File: src/rtl/if_fetch_queue_if.sv
// if_fetch_queue_if: IF-side push, ID-side pop and status signals of the fetch queue
interface if_fetch_queue_if #(
  parameter int DEPTH = 4,
  parameter int WIDTH = 32
);
  localparam int CW = $clog2(DEPTH + 1);
  logic          in_valid;
  logic [WIDTH-1:0] in_pc;
  logic [WIDTH-1:0] in_inst;
  logic          in_ready;
  logic          flush;
  logic          out_valid;
  logic [WIDTH-1:0] out_pc;
  logic [WIDTH-1:0] out_inst;
  logic          out_ready;
  logic [CW-1:0] count;
  logic          full;
  logic          empty;
  modport master (
    output in_valid, in_pc, in_inst, flush, out_ready,
    input  in_ready, out_valid, out_pc, out_inst, count, full, empty
  );
  modport slave (
    input  in_valid, in_pc, in_inst, flush, out_ready,
    output in_ready, out_valid, out_pc, out_inst, count, full, empty
  );
endinterface

File: src/rtl/if_fetch_queue.sv
// if_fetch_queue: FWFT circular buffer of (PC, inst) pairs between IF and ID; clk/rst plus queue port q (slave)
module if_fetch_queue #(
  parameter int DEPTH = 4,
  parameter int WIDTH = 32
) (
  input logic clk,
  input logic rst,
  if_fetch_queue_if.slave q
);
  localparam int AW = $clog2(DEPTH);
  localparam int CW = $clog2(DEPTH + 1);
  logic [2*WIDTH-1:0] mem [DEPTH];
  logic [2*WIDTH-1:0] head;
  logic [AW-1:0] wr_ptr, rd_ptr;
  logic [CW-1:0] cnt;
  logic push, pop, full, empty;
  assign full = cnt == CW'(DEPTH);
  assign empty = cnt == '0;
  assign push = q.in_valid & ~full & ~q.flush;
  assign pop = ~empty & q.out_ready & ~q.flush;
  assign head = mem[rd_ptr];
  assign q.in_ready = ~full;
  assign q.out_valid = ~empty;
  assign q.out_pc = empty ? '0 : head[2*WIDTH-1:WIDTH];
  assign q.out_inst = empty ? '0 : head[WIDTH-1:0];
  assign q.count = cnt;
  assign q.full = full;
  assign q.empty = empty;
  always_ff @(posedge clk) begin
    if (rst || q.flush) begin
      wr_ptr <= '0;
      rd_ptr <= '0;
      cnt <= '0;
    end else begin
      if (push) wr_ptr <= wr_ptr + 1'b1;
      if (pop) rd_ptr <= rd_ptr + 1'b1;
      cnt <= cnt + CW'(push) - CW'(pop);
    end
  end
  always_ff @(posedge clk) begin
    if (push && !rst) mem[wr_ptr] <= {q.in_pc, q.in_inst};
  end
endmodule

File: src/flat_wrapper.sv
// flat-port wrapper written by rule: the top's interface ports become plain ports
module if_fetch_queue_flat 
#(
  parameter int DEPTH = 4,
  parameter int WIDTH = 32
)
  (clk, rst, q_in_valid, q_in_pc, q_in_inst, q_flush, q_out_ready, q_in_ready, q_out_valid, q_out_pc, q_out_inst, q_count, q_full, q_empty);
  if_fetch_queue_if #(.DEPTH(DEPTH), .WIDTH(WIDTH)) q_i ();
  input logic clk;
  input logic rst;
  input wire logic [$bits(q_i.in_valid)-1:0] q_in_valid;
  input wire logic [$bits(q_i.in_pc)-1:0] q_in_pc;
  input wire logic [$bits(q_i.in_inst)-1:0] q_in_inst;
  input wire logic [$bits(q_i.flush)-1:0] q_flush;
  input wire logic [$bits(q_i.out_ready)-1:0] q_out_ready;
  output wire logic [$bits(q_i.in_ready)-1:0] q_in_ready;
  output wire logic [$bits(q_i.out_valid)-1:0] q_out_valid;
  output wire logic [$bits(q_i.out_pc)-1:0] q_out_pc;
  output wire logic [$bits(q_i.out_inst)-1:0] q_out_inst;
  output wire logic [$bits(q_i.count)-1:0] q_count;
  output wire logic [$bits(q_i.full)-1:0] q_full;
  output wire logic [$bits(q_i.empty)-1:0] q_empty;
  assign q_i.in_valid = q_in_valid;
  assign q_i.in_pc = q_in_pc;
  assign q_i.in_inst = q_in_inst;
  assign q_i.flush = q_flush;
  assign q_i.out_ready = q_out_ready;
  assign q_in_ready = q_i.in_ready;
  assign q_out_valid = q_i.out_valid;
  assign q_out_pc = q_i.out_pc;
  assign q_out_inst = q_i.out_inst;
  assign q_count = q_i.count;
  assign q_full = q_i.full;
  assign q_empty = q_i.empty;
  if_fetch_queue #(.DEPTH(DEPTH), .WIDTH(WIDTH)) u_core (.clk(clk), .rst(rst), .q(q_i));
endmodule
File: config.mk
export PLATFORM = sky130hd
export DESIGN_NAME = if_fetch_queue_flat
export DESIGN_NICKNAME = d
export VERILOG_FILES = /design/src/rtl/if_fetch_queue_if.sv /design/src/rtl/if_fetch_queue.sv /design/src/flat_wrapper.sv
export SDC_FILE = /design/constraint.sdc
export NUM_CORES = 1
export LEC_CHECK = 0
export CORE_AREA = 2 2 137 139
export DETAILED_ROUTE_END_ITERATION = 6
export DIE_AREA = 0 0 139 141
export PLACE_DENSITY = 0.86
export SYNTH_ARGS = -nofsm -noshare
export SYNTH_HDL_FRONTEND = slang
export SYNTH_SLANG_ARGS = --single-unit
File: constraint.sdc
create_clock -name clk -period 13.29 [get_ports clk]
set_input_delay 1.329 -clock clk [delete_from_list [all_inputs] [get_ports clk]]
set_output_delay 1.329 -clock clk [all_outputs]
set_load 0.02 [all_outputs]
# After elaboration in Yosys (flattened, before gate mapping)

Memories as Yosys holds them, arrays and structs flattened. A register that Yosys moved wholly into a read port is not among the register bits.
Index checks and enable logic that the tools add are counted.

Output and inout bits: 71
Logic and storage cells: 26
Memories kept: 1
RAM bits: 256
Input bits: 69
Bits in registers: 7

Reduce and logical (&&, ||, !) cells: 4
Equal/unequal tests: 1
Bitwise gates (word level): 7
Multiplexer cells: 6
Add/subtract/negate cells: 4

Memory list:

| name       | depth | width | read ports | clocked after Yosys merged registers in | wr ports | line                 | text |
|---|---|---|---|---|---|---|---|
| u_core.mem | 4     | 64    | 1          | 1                                       | 1        | if_fetch_queue.sv:12 | `logic [2*WIDTH-1:0] mem [DEPTH];` |

Operators by type and width:

| cell                                                          | count |
|---|---|
| 32-bit 2-to-1 mux                                             | 2 |
| 2-bit by 1-bit adder with 2-bit output, second input constant | 2 |
| 1-bit bitwise AND                                             | 4 |
| 2-bit 2-to-1 mux                                              | 2 |
| 3-bit by 1-bit adder with 3-bit output                        | 1 |
| 3-bit equality test, second input constant                    | 1 |
| 3-bit logical NOT                                             | 1 |
| 1-bit NOT                                                     | 3 |
| 3-bit by 1-bit subtractor with 3-bit output                   | 1 |
| 1-bit 2-to-1 mux                                              | 2 |
| 1-bit logical AND                                             | 1 |
| 1-bit logical NOT                                             | 1 |
| 1-bit logical OR                                              | 1 |

# Longest topological paths before layout

Gate-level depths: netlist of run 1.

Depth in word-level cells: 7
Mapped depth: 8

# Worst setup path after synthesis of run 1

No wires, ideal clock.

Kind: input to register
From: input q_flush
To: memory u_core.mem[0][0] (netlist bit) (enable)
Data required time: 12.712 ns
Arrival time: 6.352 ns
Path slack: 6.360 ns
Buffers on the path: 0
Stages on the path: 2
Cell sequence: nand3b_2 nor3b_1

Cells in the longest elaborated chain, start to end: 5

Ends and longest elaborated chain:

| what                                   | line                 | text |
|---|---|---|
| from (decl)                            | flat_wrapper.sv:14   | `input wire logic [$bits(q_i.flush)-1:0] q_flush;` |
| 1-bit NOT                              | if_fetch_queue.sv:19 | `assign push = q.in_valid & ~full & ~q.flush;` |
| 1-bit bitwise AND                      | if_fetch_queue.sv:19 |  |
| 1-bit logical AND                      | if_fetch_queue.sv:41 | `if (push && !rst) mem[wr_ptr] <= {q.in_pc, q.in_inst};` |
| 1-bit 2-to-1 mux                       | if_fetch_queue.sv:41 |  |
| 1-bit 2-to-1 mux (implied by the code) | if_fetch_queue.sv:41 |  |
| to (decl)                              | if_fetch_queue.sv:12 |  |

Every way passes these cells.

==> results.yml, run 1 <==
critical_path:
  r2r_slack_ns: 11.05
  cp_max_fo: 35
  cp.required_ns: 11.96
  r2r-start: "u_core.q.count[2]$_SDFF_PP0_"
  reg2reg_depth: 7
  r2r-end: "u_core.q.count[2]$_SDFF_PP0_"
  end_kind: "output pin"
  arrival_ns: 3.37
  startpoint_type: "flop"
  criticalPathCategory: "flop to output pin"
worst_hold_path:
  hp-start: "u_core.wr_ptr[1]$_SDFFE_PP0N_"
  worstHoldEndpoint: "u_core.wr_ptr[1]$_SDFFE_PP0N_"
  min_delay_path_depth: 2
  min_path_type: "flop to flop"
synthesis:
  yosysTopAreaCell: "edfxtp_1"
  yosys-top-cells-area: "edfxtp_1 75%, mux4_2 13%, and2_1 4.0%, dfxtp_1 1.8%, buf_12 1.2%"
  synth_commonest_cells: "256 x edfxtp_1, 66 x and2_1, 60 x mux4_2"
  async_reset_ff_share_pct: 0
  synth-edff-count: 256
  yosys_warnings: 0
  synth_flop_cell: "edfxtp_1"
  synth_area_sq_um: 10230
  syn_inst: 458
  yosysSeqAreaShare_pct: 76.88
  synth_area_per_cell_sq_um: 22.34
  yosys.area.top_type_share_pct: 75.12
  ys_types: 25
  synth-seq-cells: 265
  syn_nets: 534
  yosysMostFrequentCell: "edfxtp_1"
placed_design:
  place.gp.congestion: 0.7249
  port_buffers: 139
  place_area_sq_um: 11820
  pre_cts_ws_ns: 9.044
  hpwl_mm: 10.92
clocking:
  cts_root_buf: "clkbuf_16"
  cts_sinks: 265
  cts_htree_levels: 1
  cts_setup_buffers: 0
  ctsResizeCount: 0
  cts_buffer_depth: 3
  cts_buffers: 25
  clk_pin_slew_ns: 0.06
  holdBufCountCts: 0
  clock_latency_ns: 0.52
  cts_tree: "yes"
timing:
  final-setup-viol-count: 0
  finalSetupTns_ns: 0
  hold_viol_final: 0
  fin_skew_ns: 0.01421
  tightest_slew_ns: 1.069
  rsz0062_at_grt: "no"
  fin_crit_sh_pct: 35.35
  maxSlewViolCount: 0
  slew_headroom_pct: 28.71
  fin_ws_ns: 8.593
  fin_crit_ns: 4.697
  fmax_mhz: 212.9
floorplanning:
  core_area_sq_um: 18270
  die_area_sq_um: 19600
  die-height_microns: 141
  die_w_microns: 139
  initial_core_util_pct: 56.02
  rows: 50
  io_pins: 140
detailed_routing:
  num_vias: 4896
  drtPass1Iterations: 4
  wl_per_cell_microns: 21.57
  postRouteAntennaNets: 0
  drtIter0Drc: 344
  wl_mm: 18.61
  drc_errors: 0
  vias_per_cell: 5.673
grt:
  gr-usage-all-layers_pct: 19.19
  grt_max_degree: 67
  antenna_found_initial: 0
  grt_pass1_wl_mm: 28.77
  grt_pass1_vias: 5180
  grt_overflow_total: 0
pwr:
  peakVddDrop_mv: 0.1154
  internal-power_w: 0.001361
  p_sw_share_pct: 19.78
  pwr-share-seq_pct: 54.7
  power_switching_w: 0.0003355
  p_per_area_nw_per_um2: 134.6
  leakage_nw: 4.023
  p_clk_share_pct: 39.3
  combPwrFrac_pct: 6.0
finish:
  final_layout_size_suffix_gt1_share_pct: 18.76
  layout.nets: 687
  final_area_sq_um: 12600
  syn_to_final_growth_pct: 23.14
  n_antenna_cell: 0
flow_run:
  cap_violations: 0
outcome:
  status: "completed"
-- state kept, by name, summed over array words and instances, names as in the netlist, named ones only --
register and count:
u_core.mem 256, u_core.q.count 3, u_core.rd_ptr 2, u_core.wr_ptr 2
-- stage by stage --
| stage | total power, W | hold slack, ns | util (%) | cells |
|---|---|---|---|---|
| 2_1_floorplan | 0.0009920 | 0.4709 | - | 458 |
| 3_3_place_gp | 0.001045 | 0.4784 | 64.68 | 818 |
| 3_5_place_dp | 0.001049 | 0.5099 | 64.68 | 818 |
| 4_1_cts | 0.001711 | 0.5329 | 68.99 | 863 |
| 5_1_grt | 0.001751 | 0.5665 | 68.99 | 863 |
| 6_report | 0.001696 | 0.5337 | 68.99 | 863 |
-- metal layers --
| layer | global-route usage, % | vias up | routed length, microns |
|---|---|---|---|
| li1 | - | 2167 | - |
| met1 | 25.54 | 2531 | 7551 |
| met2 | 33.00 | 170 | 9668 |
| met3 | 3.567 | 28 | 1074 |
| met4 | 5.635 | 0 | 318 |
| met5 | 0 | - | 0 |
-- how the worst max path moves through the flow --
stage	startpoint	end	slack, ns
4_1_cts	flop	q_out_inst[31]	8.48
3_5_place_dp	flop	q_out_inst[31]	9.04
5_1_grt	flop	q_out_inst[31]	8.33
6_report	flop	q_out_inst[31]	8.59
3_3_place_gp	flop	q_out_inst[31]	9.12
2_1_floorplan	q_flush	u_core.mem[0][0]$_DFFE_PP_	6.36
-- final cells by class --
class / instances / area, sq um
Clock inverter: 10 / 52.55
Inverter: 9 / 33.78
Tap cell: 234 / 292.8
Timing Repair Buffer: 148 / 1459
Fill cell: 1111 / 5665
Multi-Input combinational cell: 162 / 2156
Clock buffer: 35 / 733.2
Sequential cell: 265 / 7875
-- worst max-delay path, stage by stage (launching register included) --
cell,delay (ns)
dfxtp_4,0.75
buf_4,0.68
mux4_1,0.65
and2_1,0.19
clkdlybuf4s50_1,0.56
-- kinds of logic after synthesis --
group | share of synthesized area [%]
buf+inv | 2.262
simple gates | 5.001
compound gates | 0.1590
flops | 76.88
fa+ha+maj | 0.9292
mux | 14.43
xor+xnor | 0.3424
-- placed cells by master (no fill, tap or decap), drive strengths merged --
master         synthesis  routed
nand3b                 1       1
clkdlybuf4s50          0     139
xor2                   2       2
o31ai                  1       1
o311ai                 1       1
fa                     1       1
clkbuf                 8      35
nor3b                  4       4
edfxtp               256     256
dfxtp                  9       9
inv                    9      10
and2                  66      66
nor3                   4       4
ha                     6       6
nand2                  4       4
or3                    1       1
mux2i                  2       2
mux4                  64      64
clkinv                 0       9
buf                   14       9
or3b                   1       1
nor2                   2       2
xnor2                  2       2
-- power by group through the flow --
| stage | Sequential (W) | Combinational (W) | Clock [W] |
|---|---|---|---|
| floorplan | 0.000946 | 0.0000461 | 0 |
| global placement | 0.000945 | 0.0000996 | 0 |
| detailed placement | 0.000946 | 0.000103 | 0 |
| CTS | 0.000928 | 0.000103 | 0.000680 |
| global route | 0.000928 | 0.000109 | 0.000714 |
| finish | 0.000928 | 0.000102 | 0.000666 |
(Power assumes the default switching activity.)
==> run 2, diff against run 1 <==
Settings changed: CORE_AREA 2 2 137 139 to 2 2 140 142, DIE_AREA 0 0 139 141 to 0 0 142 144, PLACE_DENSITY 0.86 to 0.83.
Clock period 13.29 ns to 4.9 ns, I/O delays scaled along.
==> run 2 against run 1 <==
Clock skew hardly changed. Power grew to 2.7 times the previous value. Combinational power grew to 2.7 times the previous value. Cell count is 0.93% higher. Sequential cell count stayed put. Worst hold slack worse by 0.024 ns. Wire length is 1.6% lower. Count of clock-buffer cells in the layout is 1 lower. First-iteration DRC count is 9.3% lower.
==> results.yml, run 2 (synthesized netlist as in run 1, its figures left out) <==
clocking:
  cts_sinks: 265
  cts_setup_buffers: 0
  cts_buffers: 26
  clock_latency_ns: 0.51
  cts_tree: "yes"
  holdBufCountCts: 0
  ctsResizeCount: 0
  clk_pin_slew_ns: 0.06
  cts_htree_levels: 1
  cts_buffer_depth: 3
  cts_root_buf: "clkbuf_16"
detailed_routing:
  wl_per_cell_microns: 21.02
  vias_per_cell: 5.566
  wl_mm: 18.31
  num_vias: 4848
  drtPass1Iterations: 4
  drc_errors: 0
  drtIter0Drc: 312
  postRouteAntennaNets: 0
floorplanning:
  initial_core_util_pct: 53.64
  die_area_sq_um: 20450
  core_area_sq_um: 19080
  die-height_microns: 144
  die_w_microns: 142
  rows: 51
  io_pins: 140
critical_path:
  cp_max_fo: 46
  cp_top_family: "flip-flops"
  cp.buffers_inverters: 2
  r2r_slack_ns: 2.72
  criticalPathCategory: "flop to output pin"
  cp_slowest_cell: "dfxtp_4"
  path_cells: "buf_4 -> mux4_2 -> and2_1 -> clkdlybuf4s50_1"
  cp.required_ns: 4.41
  reg2reg_depth: 7
  startpoint_type: "flop"
  arrival_ns: 3.12
  path_depth: 4
  end_kind: "output pin"
  crit_path_max_incr_delay_ns: 0.95
grt:
  grt_overflow_total: 0
  antenna_found_initial: 1
  grt_use_met3_pct: 3.940
  gr-usage-all-layers_pct: 18.31
  grt_pass1_wl_mm: 28.41
  grtUsageMet1_pct: 24.95
  grt_use_met2_pct: 30.84
  gr-max-usage-layer: "met2"
  grt_max_degree: 67
  grt_pass1_vias: 5218
pwr:
  p_clk_share_pct: 39.0
  peakVddDrop_mv: 0.2783
  combPwrFrac_pct: 6.0
  leakage_nw: 4.019
  pwr-share-seq_pct: 55.0
  p_sw_share_pct: 19.84
  finalPower_w: 0.004581
  power_switching_w: 0.0009088
  internal-power_w: 0.003672
  p_per_area_nw_per_um2: 363.3
finish:
  n_antenna_cell: 0
  final_area_sq_um: 12610
  final_layout_size_suffix_gt1_share_pct: 18.17
  largest_reg_flops: 256
  final_cell_mix: "256 x edfxtp_1, 139 x clkdlybuf4s50_1, 66 x and2_1"
  regMostFlops: "u_core.mem"
  final_common_cell: "edfxtp_1"
  layout.nets: 689
  syn_to_final_growth_pct: 23.21
timing:
  final-setup-viol-count: 0
  fin_crit_sh_pct: 73.70
  slew_headroom_pct: 26.84
  rsz0062_at_grt: "no"
  maxSlewViolCount: 0
  fin_skew_ns: 0.01398
  hold_viol_final: 0
  fmax_mhz: 276.9
  tightest_slew_ns: 1.097
  fin_crit_ns: 3.611
worst_hold_path:
  min_path_type: "flop to flop"
  min_delay_path_depth: 2
placed_design:
  port_buffers: 139
  place.gp.congestion: 0.7175
  place_area_sq_um: 11830
  hpwl_mm: 10.96
flow_run:
  cap_violations: 0
outcome:
  status: "completed"
==> run 2: cell type report <==
| class | instances | area, sq um |
|---|---|---|
| clock inverters | 14 | 67.56 |
| clock buffers | 34 | 711.9 |
| flip-flops and latches | 265 | 7875 |
| well taps | 238 | 297.8 |
| inverters | 9 | 33.78 |
| repair buffers | 149 | 1466 |
| fillers | 1199 | 6471 |
| multi-input cells | 162 | 2156 |
==> run 2: metrics by stage <==
| step | setup TNS (ns) | utilization, % | cells | hold slack, ns | setup slack, ns |
|---|---|---|---|---|---|
| after floorplan | -365.87 | - | 458 | 0.4709 | -1.439 |
| after global placement | 0 | 62.00 | 823 | 0.4794 | 1.736 |
| after detailed placement | 0 | 62.00 | 823 | 0.5001 | 1.699 |
| after CTS | 0 | 66.08 | 871 | 0.5097 | 1.153 |
| after global routing | 0 | 66.08 | 871 | 0.5449 | 1.043 |
| final | 0 | 66.08 | 871 | 0.5099 | 1.289 |
==> run 2: final timing paths <==
| path | startpoint | to |
|---|---|---|
| worst max register to register | u_core.q.count[2]$_SDFF_PP0_ | u_core.q.count[2]$_SDFF_PP0_ |
| worst min-delay path | u_core.wr_ptr[1]$_SDFFE_PP0N_ | u_core.wr_ptr[1]$_SDFFE_PP0N_ |
| worst max-delay path | flop | q_out_pc[26] |
| worst min register to register | u_core.wr_ptr[1]$_SDFFE_PP0N_ | u_core.wr_ptr[1]$_SDFFE_PP0N_ |
==> run 2: worst min-delay path: stages (launching register included) <==
cell,delay [ns]
dfxtp_1,0.34
nand2_1,0.07
mux2i_1,0.06
==> run 2: power groups by stage <==
| stage | Clock (W) | Combinational (W) | Sequential [W] |
|---|---|---|---|
| after global placement | 0 | 0.000269 | 0.00256 |
| after CTS | 0.00183 | 0.000279 | 0.00252 |
| final | 0.00179 | 0.000275 | 0.00252 |
| after detailed placement | 0 | 0.000277 | 0.00257 |
| after global routing | 0.00192 | 0.000295 | 0.00252 |
| after floorplan | 0 | 0.000125 | 0.00257 |
==> run 2: routing by layer <==
| layer | up-vias | share of wire (%) | wire, microns |
|---|---|---|---|
| li1 | 2162 | - | - |
| met1 | 2492 | 41 | 7570 |
| met2 | 171 | 50 | 9215 |
| met3 | 23 | 6.7 | 1225 |
| met4 | 0 | 1.6 | 296 |
| met5 | - | 0 | 0 |
==> run 3, diff against run 2 <==
Settings changed: CORE_AREA 2 2 140 142 to 2 2 148 150, DIE_AREA 0 0 142 144 to 0 0 150 152, PLACE_DENSITY 0.83 to 0.79.
Clock period 4.9 ns to 3 ns, I/O delays scaled along.
==> run 3 against run 2 <==
Non-clock buffer count up 3. Clock power up 77%. Sequential share of layout area down 1.1 points. Utilization down 6.0 points. Largest power group unchanged. Largest cell class unchanged. Critical path depth unchanged. Clock skew up 0.0094 ns. Critical path type unchanged.
==> results.yml, run 3 (synthesized netlist as in run 1, its figures left out) <==
grt:
  grt_pass1_wl_mm: 29.17
  antenna_found_initial: 0
  gr-usage-all-layers_pct: 16.67
  grt_use_met3_pct: 3.634
  grt_overflow_total: 0
  grtUsageMet1_pct: 22.74
  grt_pass1_vias: 5238
  grt_max_degree: 45
  gr-max-usage-layer: "met2"
  grt_use_met2_pct: 27.53
detailed_routing:
  wl_mm: 18.75
  drc_errors: 0
  drtPass1Iterations: 4
  postRouteAntennaNets: 0
  wl_per_cell_microns: 20.50
  vias_per_cell: 5.273
  num_vias: 4825
  drtIter0Drc: 319
finish:
  final_common_cell: "edfxtp_1"
  n_antenna_cell: 0
  regMostFlops: "u_core.mem"
  n_fill_cell: 1541
  final_layout_size_suffix_gt1_share_pct: 18.74
  final_area_sq_um: 12840
  syn_to_final_growth_pct: 25.43
  layout.nets: 692
  final_cell_mix: "256 x edfxtp_1, 139 x clkdlybuf4s50_1, 66 x and2_1"
  largest_reg_flops: 256
critical_path:
  startpoint_type: "flop"
  end_kind: "output pin"
  criticalPathCategory: "flop to output pin"
  cp_max_fo: 36
  cp.required_ns: 2.70
  arrival_ns: 2.54
clocking:
  ctsResizeCount: 0
  cts_tree: "yes"
  cts_htree_levels: 1
  cts_sinks: 265
  cts_buffer_depth: 3
  cts_setup_buffers: 0
  cts_root_buf: "clkbuf_16"
  holdBufCountCts: 0
  cts_buffers: 26
  clk_pin_slew_ns: 0.06
  clock_latency_ns: 0.52
pwr:
  pwr-share-seq_pct: 53.1
  finalPower_w: 0.007732
  power_switching_w: 0.001496
  combPwrFrac_pct: 6.1
  peakVddDrop_mv: 0.4217
  leakage_nw: 4.094
  internal-power_w: 0.006237
  p_per_area_nw_per_um2: 602.4
  p_clk_share_pct: 40.8
  p_sw_share_pct: 19.34
timing:
  tightest_slew_ns: 0.5947
  maxSlewViolCount: 0
  fin_crit_ns: 2.841
  fmax_mhz: 352.0
  finalSetupTns_ns: 0
  fin_skew_ns: 0.02337
  hold_viol_final: 0
  fin_crit_sh_pct: 94.69
  final-setup-viol-count: 0
  slew_headroom_pct: 60.23
  rsz0062_at_grt: "no"
placed_design:
  place_area_sq_um: 11990
  place.gp.congestion: 0.6687
  hpwl_mm: 11.50
  port_buffers: 139
floorplanning:
  die_w_microns: 150
  initial_core_util_pct: 47.93
  io_pins: 140
  die_area_sq_um: 22800
  die-height_microns: 152
  rows: 54
  core_area_sq_um: 21350
flow_run:
  cap_violations: 0
worst_hold_path:
  min_path_type: "input port to flop"
outcome:
  status: "completed"
-- run 3: path summary, 6_finish.rpt --
| path | from | to | slack (ns) | cells after the start |
|---|---|---|---|---|
| worst max-delay path | flop | q_out_pc[31] | 0.16 | 4 |
| worst max register to register | u_core.q.count[2]$_SDFF_PP0_ | u_core.q.count[2]$_SDFF_PP0_ | 0.88 | 8 |
| worst min-delay path | q_in_pc[14] | u_core.mem[3][46]$_DFFE_PP_ | 0.41 | 1 |
| worst min register to register | u_core.wr_ptr[0]$_SDFFE_PP0N_ | u_core.wr_ptr[0]$_SDFFE_PP0N_ | 0.52 | 2 |
-- run 3: final cells by class --
cell class / count / area [sq um] / area share (%)
flip-flops and latches: 265 / 7879 / 61.38
multi-input cells: 162 / 2196 / 17.11
repair buffers: 152 / 1539 / 11.99
clock buffers: 34 / 701.9 / 5.468
well taps: 280 / 350.3 / 2.729
clock inverters: 13 / 136.4 / 1.062
inverters: 9 / 33.78 / 0.2632
-- run 3: power by group through the flow --
stage               sequential (W)  clock [W]  combinational, W
floorplan                  0.00419          0          0.000210
global placement           0.00418          0          0.000460
detailed placement         0.00418          0          0.000473
CTS                        0.00411    0.00322          0.000476
global route               0.00411    0.00336          0.000503
finish                     0.00411    0.00316          0.000469
-- run 3: critical path, stage by stage (launching register included) --
cell and delay, ns:
dfxtp_4 0.37, buf_12 0.27, mux4_1 0.64, and2_1 0.18, clkdlybuf4s50_1 0.53
-- run 3: layer usage --
| metal | vias to the layer above | wire, microns | share of wire (%) |
|---|---|---|---|
| met2 | 145 | 9407 | 50 |
| met5 | - | 0 | 0 |
| met4 | 0 | 344 | 1.8 |
| met3 | 27 | 1154 | 6.2 |
| li1 | 2164 | - | - |
| met1 | 2489 | 7847 | 42 |
-- run 3: metrics by stage --
stage | setup WS [ns] | utilization [%] | std cells | hold slack (ns)
final | 0.1593 | 60.12 | 915 | 0.4078
after floorplan | 0.04382 | - | 458 | 0.3699
after global placement | 0.6315 | 56.18 | 868 | 0.4789
after CTS | 0.05177 | 60.10 | 915 | 0.3895
after global routing | 0.05937 | 60.12 | 915 | 0.4186
after detailed placement | 0.5953 | 56.18 | 868 | 0.5111
